`src/rtl/rc4_pkg.sv`:
```
// Shared RC4 datapath definitions: bus widths, reader FSM states, byte type.
package rc4_pkg;

    localparam int RC4_ADDR_W = 8;
    localparam int RC4_DATA_W = 8;

    typedef logic [RC4_DATA_W-1:0] byte_t;

    typedef enum logic [1:0] {
        RD_IDLE,
        RD_RUN,
        RD_DONE
    } rd_state_e;

endpackage

```
`src/rtl/ram_reader_rd_fifo.sv`:
```
// Small show-ahead FIFO used to absorb RAM read latency in ram_reader.
module rd_fifo #(
    parameter int WIDTH = 8,
    parameter int DEPTH = 2
) (
    input  logic                       clk,
    input  logic                       rst_n,
    input  logic                       push,
    input  logic [WIDTH-1:0]           push_data,
    input  logic                       pop,
    input  logic                       flush,
    output logic [WIDTH-1:0]           head,
    output logic                       empty,
    output logic [$clog2(DEPTH+1)-1:0] level
);

    localparam int PW = (DEPTH > 1) ? $clog2(DEPTH) : 1;
    localparam int LW = $clog2(DEPTH+1);

    logic [WIDTH-1:0] mem [DEPTH];
    logic [PW-1:0]    wr_ptr;
    logic [PW-1:0]    rd_ptr;

    function automatic logic [PW-1:0] ptr_inc(input logic [PW-1:0] p);
        return (p == PW'(DEPTH-1)) ? '0 : p + PW'(1);
    endfunction

    assign head  = mem[rd_ptr];
    assign empty = (level == '0);

    always_ff @(posedge clk or negedge rst_n) begin
        if (!rst_n) begin
            for (int unsigned i = 0; i < DEPTH; i++) mem[i] <= '0;
            wr_ptr <= '0;
            rd_ptr <= '0;
            level  <= '0;
        end else if (flush) begin
            wr_ptr <= '0;
            rd_ptr <= '0;
            level  <= '0;
        end else begin
            if (push) begin
                mem[wr_ptr] <= push_data;
                wr_ptr      <= ptr_inc(wr_ptr);
            end
            if (pop) rd_ptr <= ptr_inc(rd_ptr);
            case ({push, pop})
                2'b10:   level <= level + LW'(1);
                2'b01:   level <= level - LW'(1);
                default: level <= level;
            endcase
        end
    end

endmodule

```
`src/rtl/ram_reader.sv`:
```
// Sequential RAM reader streaming bytes on valid/ready with start/finished handshake.
// Optional XOR checksum output enabled by defining RAM_READER_CHECKSUM_EN.
module ram_reader
    import rc4_pkg::*;
#(
    parameter int ADDR_W     = RC4_ADDR_W,
    parameter int DATA_W     = RC4_DATA_W,
    parameter int RD_LATENCY = 1
) (
    input  logic              clk,
    input  logic              rst_n,
    input  logic              start,
    input  logic [ADDR_W-1:0] base_addr,
    input  logic [ADDR_W:0]   count,
    output logic              finished,
    output logic [ADDR_W-1:0] address,
    output logic              wren,
    input  logic [DATA_W-1:0] ram_out,
    output logic [DATA_W-1:0] data_out,
    output logic              data_valid,
    input  logic              data_ready
`ifdef RAM_READER_CHECKSUM_EN
    ,
    output logic [DATA_W-1:0] checksum
`endif
);

    localparam int DEPTH = RD_LATENCY + 1;
    localparam int LW    = $clog2(DEPTH+1);

    rd_state_e              state_q, state_d;
    logic [ADDR_W-1:0]      base_q;
    logic [ADDR_W:0]        count_q;
    logic [ADDR_W:0]        issued;
    logic [ADDR_W:0]        popped;
    logic [RD_LATENCY-1:0]  pipe;

    logic                   accept, abort, issue, pop, push, last_pop;
    logic [7:0]             occ;
    logic [DATA_W-1:0]      fifo_head;
    logic                   fifo_empty;
    logic [LW-1:0]          fifo_level;

    assign accept     = (state_q == RD_IDLE) && start;
    assign abort      = (state_q == RD_RUN) && !start;
    assign data_valid = (state_q == RD_RUN) && !fifo_empty;
    assign pop        = data_valid && data_ready;
    assign push       = (state_q == RD_RUN) && pipe[RD_LATENCY-1];
    assign last_pop   = pop && ((popped + (ADDR_W+1)'(1)) == count_q);

    assign finished = (state_q == RD_DONE);
    assign wren     = 1'b0;
    assign address  = base_q + issued[ADDR_W-1:0];
    assign data_out = fifo_head;

    // Credit: everything in flight plus everything buffered, less this cycle's pop,
    // must leave room so a new read can never overflow the FIFO.
    always_comb begin
        occ = 8'(fifo_level);
        for (int unsigned i = 0; i < RD_LATENCY; i++) occ = occ + 8'(pipe[i]);
        issue = (state_q == RD_RUN) && start && (issued < count_q)
                && ((occ - 8'(pop)) < 8'(DEPTH));
    end

    always_comb begin
        state_d = state_q;
        case (state_q)
            RD_IDLE: if (start) state_d = (count == '0) ? RD_DONE : RD_RUN;
            RD_RUN: begin
                if (!start)        state_d = RD_IDLE;
                else if (last_pop) state_d = RD_DONE;
            end
            RD_DONE: if (!start) state_d = RD_IDLE;
            default: state_d = RD_IDLE;
        endcase
    end

    always_ff @(posedge clk or negedge rst_n) begin
        if (!rst_n) state_q <= RD_IDLE;
        else        state_q <= state_d;
    end

    always_ff @(posedge clk or negedge rst_n) begin
        if (!rst_n) begin
            base_q  <= '0;
            count_q <= '0;
            issued  <= '0;
            popped  <= '0;
        end else if (accept) begin
            base_q  <= base_addr;
            count_q <= count;
            issued  <= '0;
            popped  <= '0;
        end else begin
            if (issue) issued <= issued + (ADDR_W+1)'(1);
            if (pop)   popped <= popped + (ADDR_W+1)'(1);
        end
    end

    // Outside an active job any read still in flight is dropped.
    always_ff @(posedge clk or negedge rst_n) begin
        if (!rst_n) begin
            pipe <= '0;
        end else if ((state_q != RD_RUN) || !start) begin
            pipe <= '0;
        end else begin
            pipe[0] <= issue;
            for (int unsigned i = 1; i < RD_LATENCY; i++) pipe[i] <= pipe[i-1];
        end
    end

    rd_fifo #(
        .WIDTH (DATA_W),
        .DEPTH (DEPTH)
    ) u_fifo (
        .clk       (clk),
        .rst_n     (rst_n),
        .push      (push),
        .push_data (ram_out),
        .pop       (pop),
        .flush     (abort),
        .head      (fifo_head),
        .empty     (fifo_empty),
        .level     (fifo_level)
    );

`ifdef RAM_READER_CHECKSUM_EN
    always_ff @(posedge clk or negedge rst_n) begin
        if (!rst_n)              checksum <= '0;
        else if (accept || abort) checksum <= '0;
        else if (pop)            checksum <= checksum ^ fifo_head;
    end
`endif

endmodule

```
`config.mk`:
```
export PLATFORM = sky130hd
export DESIGN_NAME = ram_reader
export DESIGN_NICKNAME = d
export VERILOG_FILES = /design/src/rtl/rc4_pkg.sv /design/src/rtl/ram_reader_rd_fifo.sv /design/src/rtl/ram_reader.sv
export SDC_FILE = /design/constraint.sdc
export NUM_CORES = 1
export LEC_CHECK = 0
export BUFFER_PORTS_ARGS = -buffer_cell sky130_fd_sc_hd__buf_2
export CORE_ASPECT_RATIO = 0.8
export CORE_UTILIZATION = 30
export CTS_CLUSTER_SIZE = 10
export DETAILED_ROUTE_END_ITERATION = 16
export PLACE_DENSITY_LB_ADDON = 0.08
export SKIP_CTS_REPAIR_TIMING = 1
export SLEW_MARGIN = 5
export SYNTH_ARGS = -nofsm -noshare
export SYNTH_HDL_FRONTEND = slang
export SYNTH_HIERARCHICAL = 1
export SYNTH_SLANG_ARGS = --single-unit
```
`constraint.sdc`:
```
create_clock -name clk -period 3.5 [get_ports clk]
set_clock_uncertainty 0.1 [all_clocks]
set_input_delay 0.35 -clock clk [delete_from_list [all_inputs] [get_ports clk]]
set_output_delay 0.35 -clock clk [all_outputs]
set_load 0.01 [all_outputs]
```
==> metrics.md <==
| Metric | Value |
|---|---|
| Crit share post-route | 89.23% |
| Longest Clk Path Bufs | 2 |
| H-tree levels | 3 |
| Critical Path Source Type | register |
| Clock network fraction of design power | 34.3% |
| Arr. time, crit path | 3240 ps |
| DIE HEIGHT | 97.86 um |
| Synthesized area | 3446 um^2 |
| CTS Root Cell | clkbuf_16 |
| Area of the multi-input gates | 1844 um^2 |
| Post-DP Area | 3834 um^2 |
| Drt first-iter violations | 116 |
| Setup TNS | 0 ps |
| Worst Tran Pin Value | 1037 ps |
| Setup crit end kind | register |
| Post-synth ARST share | 100.0% |
| Sw power | 0.8456 mW |
| RSZ-0062 raised after global routing | false |
| Syn. warnings | 6 |
| Clock buffer count from CTS | 9 |
| Crit path time final | 3123 ps |
| Grt met3 use | 4.907% |
| Die W | 121.8 um |
| Seq/Total Area, Yosys | 42.12% |
| Vias in the first global route | 2634 |
| Initial antenna violation count | 0 |
| Layout area overhead | 20.08% |
| Hold crit path type | primary input to register |
| Met1 GRT Util | 21.25% |
| IO Pins | 48 |
| Worst VDD drop | 240.5 uV |
| I/O Buffers | 46 |
| Syn_area_per_cell | 9.652 um^2 |
| Via density per instance | 4.688 |
| Leak | 1.908 nW |
| Max_slew headroom | 30.85% |
| Nets | 456 |
| Drt first pass iters | 4 |
| Fmax | 320.2 MHz |
| Row Count | 34 |
| Largest net degree at the start of global routing | 45 |
| DP HPWL | 5.807 mm |
| First-pass GRT wire length | 13.68 mm |
| Diode count | 0 |
| Filler cell count | 1134 |
| Die area | 11920 um^2 |
| CORE AREA | 11020 um^2 |
| DR WL/cell | 14.52 um |
| Prevailing post-synth register cell | dfrtp_1 |
| Vias | 2602 |
| CTS clock-pin slew for the worst setup and hold paths | 60 ps |
| Worst hold slack | 103.6 ps |
| Clk_lat worst skew | 330 ps |
| CTS sink count | 58 |
| Sequential share of power | 37.0% |
| Layout cells sized above 1 | 24.57% |
| Sw frac | 32.53% |
| Busiest grt layer | met2 |
| Pwr/cell area | 628.3 nW/um^2 |
| Total gr overflow | 0 |
| Overall global routing resource usage | 15.23% |
| Number of synthesized flops with an enable pin | 0 |
| Combinational share of power | 28.7% |
| Setup violators final | 0 |
| Critical Setup Path Class | register to register |
| MaxCap Viol Count | 0 |
| Worst EP required | 3620 ps |
| Placed Instances | 539 |
| Max-slew violations | 0 |
| Status | finished clean |
| Grt met2 use | 22.21% |
| Syn Inst Count | 357 |
| Seq cells post-synth | 58 |
| Starting Density | 31.27% |
| Pint | 1.754 mW |
| Cell Count, Final, Fillers Out | 555 |
| Drt drc | 0 |
| FF/Latch Area | 1451 um^2 |
| CTS tree | yes |
| Crit-path max FO | 9 |
| Final wirelength | 8.061 mm |
| RD Place Congestion | 0.7167 |
| Fin area | 4138 um^2 |
| Final count of hold timing violations | 0 |
| Yosys cell types | 47 |
| Mapped Nets | 407 |
| Routed Antenna Nets | 0 |
[layout by cell type (no fill, tap or decap), types with 4 or more instances in the layout]
| master | netlist | routed |
|---|---|---|
| ha_1 | 19 | 19 |
| and3_1 | 5 | 5 |
| xor2_1 | 5 | 5 |
| nand3_1 | 11 | 11 |
| dfrtp_1 | 58 | 58 |
| inv_1 | 22 | 22 |
| nand2_1 | 49 | 49 |
| xnor2_1 | 24 | 24 |
| buf_4 | 3 | 6 |
| o21ai_0 | 24 | 24 |
| nor2_1 | 32 | 31 |
| nor3b_1 | 4 | 4 |
| buf_2 | 5 | 46 |
| a31oi_1 | 4 | 4 |
| a21oi_1 | 10 | 10 |
| o41ai_1 | 4 | 4 |
| mux2_2 | 21 | 21 |
| clkbuf_16 | 0 | 9 |
| nor3_1 | 5 | 5 |
[final timing paths]
path | from | to | slack, ps | cells after the start
hold reg to reg | u_fifo/mem[10]$_DFFE_PN0P_ | u_fifo/mem[10]$_DFFE_PN0P_ | 380 | 1
min in group asynchronous | rst_n | popped[7]$_DFFE_PN0P_ | 110 | 1
hold / removal | base_addr[2] | base_q[2]$_DFFE_PN0P_ | 100 | 3
max in group asynchronous | rst_n | u_fifo/mem[4]$_DFFE_PN0P_ | 2440 | 2
setup reg to reg | state_q[0]$_DFFE_PN0P_ | issued[8]$_DFFE_PN0P_ | 380 | 12
setup / recovery | state_q[0]$_DFFE_PN0P_ | issued[8]$_DFFE_PN0P_ | 380 | 12
[power by group through the flow]
stage,Combinational (mW),Clock (mW),Sequential [mW]
3_3_place_gp,0.761,0,0.972
5_1_grt,0.849,0.956,0.993
2_1_floorplan,0.568,0,0.917
6_report,0.746,0.891,0.963
4_1_cts,0.765,0.923,0.967
3_5_place_dp,0.757,0,0.979
[cell usage after synthesis, types with 5 or more instances]
cell | instances | area share [%]
inv_1 | 22 | 2.4
xor2_1 | 5 | 1.3
dfrtp_1 | 58 | 42
xnor2_1 | 24 | 6.1
nand2_1 | 49 | 5.3
and3_1 | 5 | 0.91
nor3_1 | 5 | 0.73
mux2_2 | 21 | 6.9
o21ai_0 | 24 | 3.5
a21oi_1 | 10 | 1.5
clkbuf_1 | 6 | 0.65
ha_1 | 19 | 6.9
nor2_1 | 32 | 3.5
buf_2 | 5 | 0.73
nand3_1 | 11 | 1.6
[worst max-delay path: stages, from the launching register on]
cell	delay, ps
dfrtp_1	480
nor3b_4	280
nand2_2	80
inv_1	80
ha_1	230
nor2b_1	190
fa_1	450
a21oi_1	120
o211ai_1	110
a21o_4	230
a21oi_2	310
a31oi_1	130
a41o_1	220
[flip-flops by register name, indices dropped and copies added (netlist names)]
| signal | flops |
|---|---|
| popped | 9 |
| u_fifo/rd_ptr | 1 |
| u_fifo/level | 2 |
| base_q | 8 |
| u_fifo/wr_ptr | 1 |
| issued | 9 |
| u_fifo/mem | 16 |
| pipe | 1 |
| state_q | 2 |
| count_q | 9 |
[logic make-up (layout without fill, tap and decap cells)]
group                      Yosys count  count (layout)  share of synthesized area, %
AOI/OAI and AO/OA                   62              62                         11.91
xor gates and xnor gates            29              29                         7.371
adders and majority gates           21              21                         8.061
buffers and inverters               36              90                         4.430
DFF                                 58              58                         42.12
muxes                               25              25                         8.134
other                                1               1                        0.1088
and+or+nand+nor                    125             125                         17.87
[through the flow]
stage	total power [mW]	worst slack (ps)	util [%]
floorplan	1.485	360.8	-
global placement	1.734	468.9	34.79
detailed placement	1.736	396.9	34.79
CTS	2.655	365.7	37.55
global route	2.797	138.5	37.55
finish	2.600	377.0	37.55
[metal layers]
layer	routed length, um	share of wire (%)	up-vias
li1	-	-	1333
met1	4190	52	1210
met2	3393	42	49
met3	377	4.7	10
met4	99	1.2	0
met5	0	0	-
[cell type report]
| type | count | area share (%) |
|---|---|---|
| sequential | 58 | 35.08 |
| timing repair buffer | 52 | 6.653 |
| clock inverter | 7 | 1.905 |
| tap | 144 | 4.354 |
| multi-input combinational | 263 | 44.57 |
| clock buffer | 9 | 5.443 |
| inverter | 22 | 1.996 |
(Power assumes the default switching activity.)
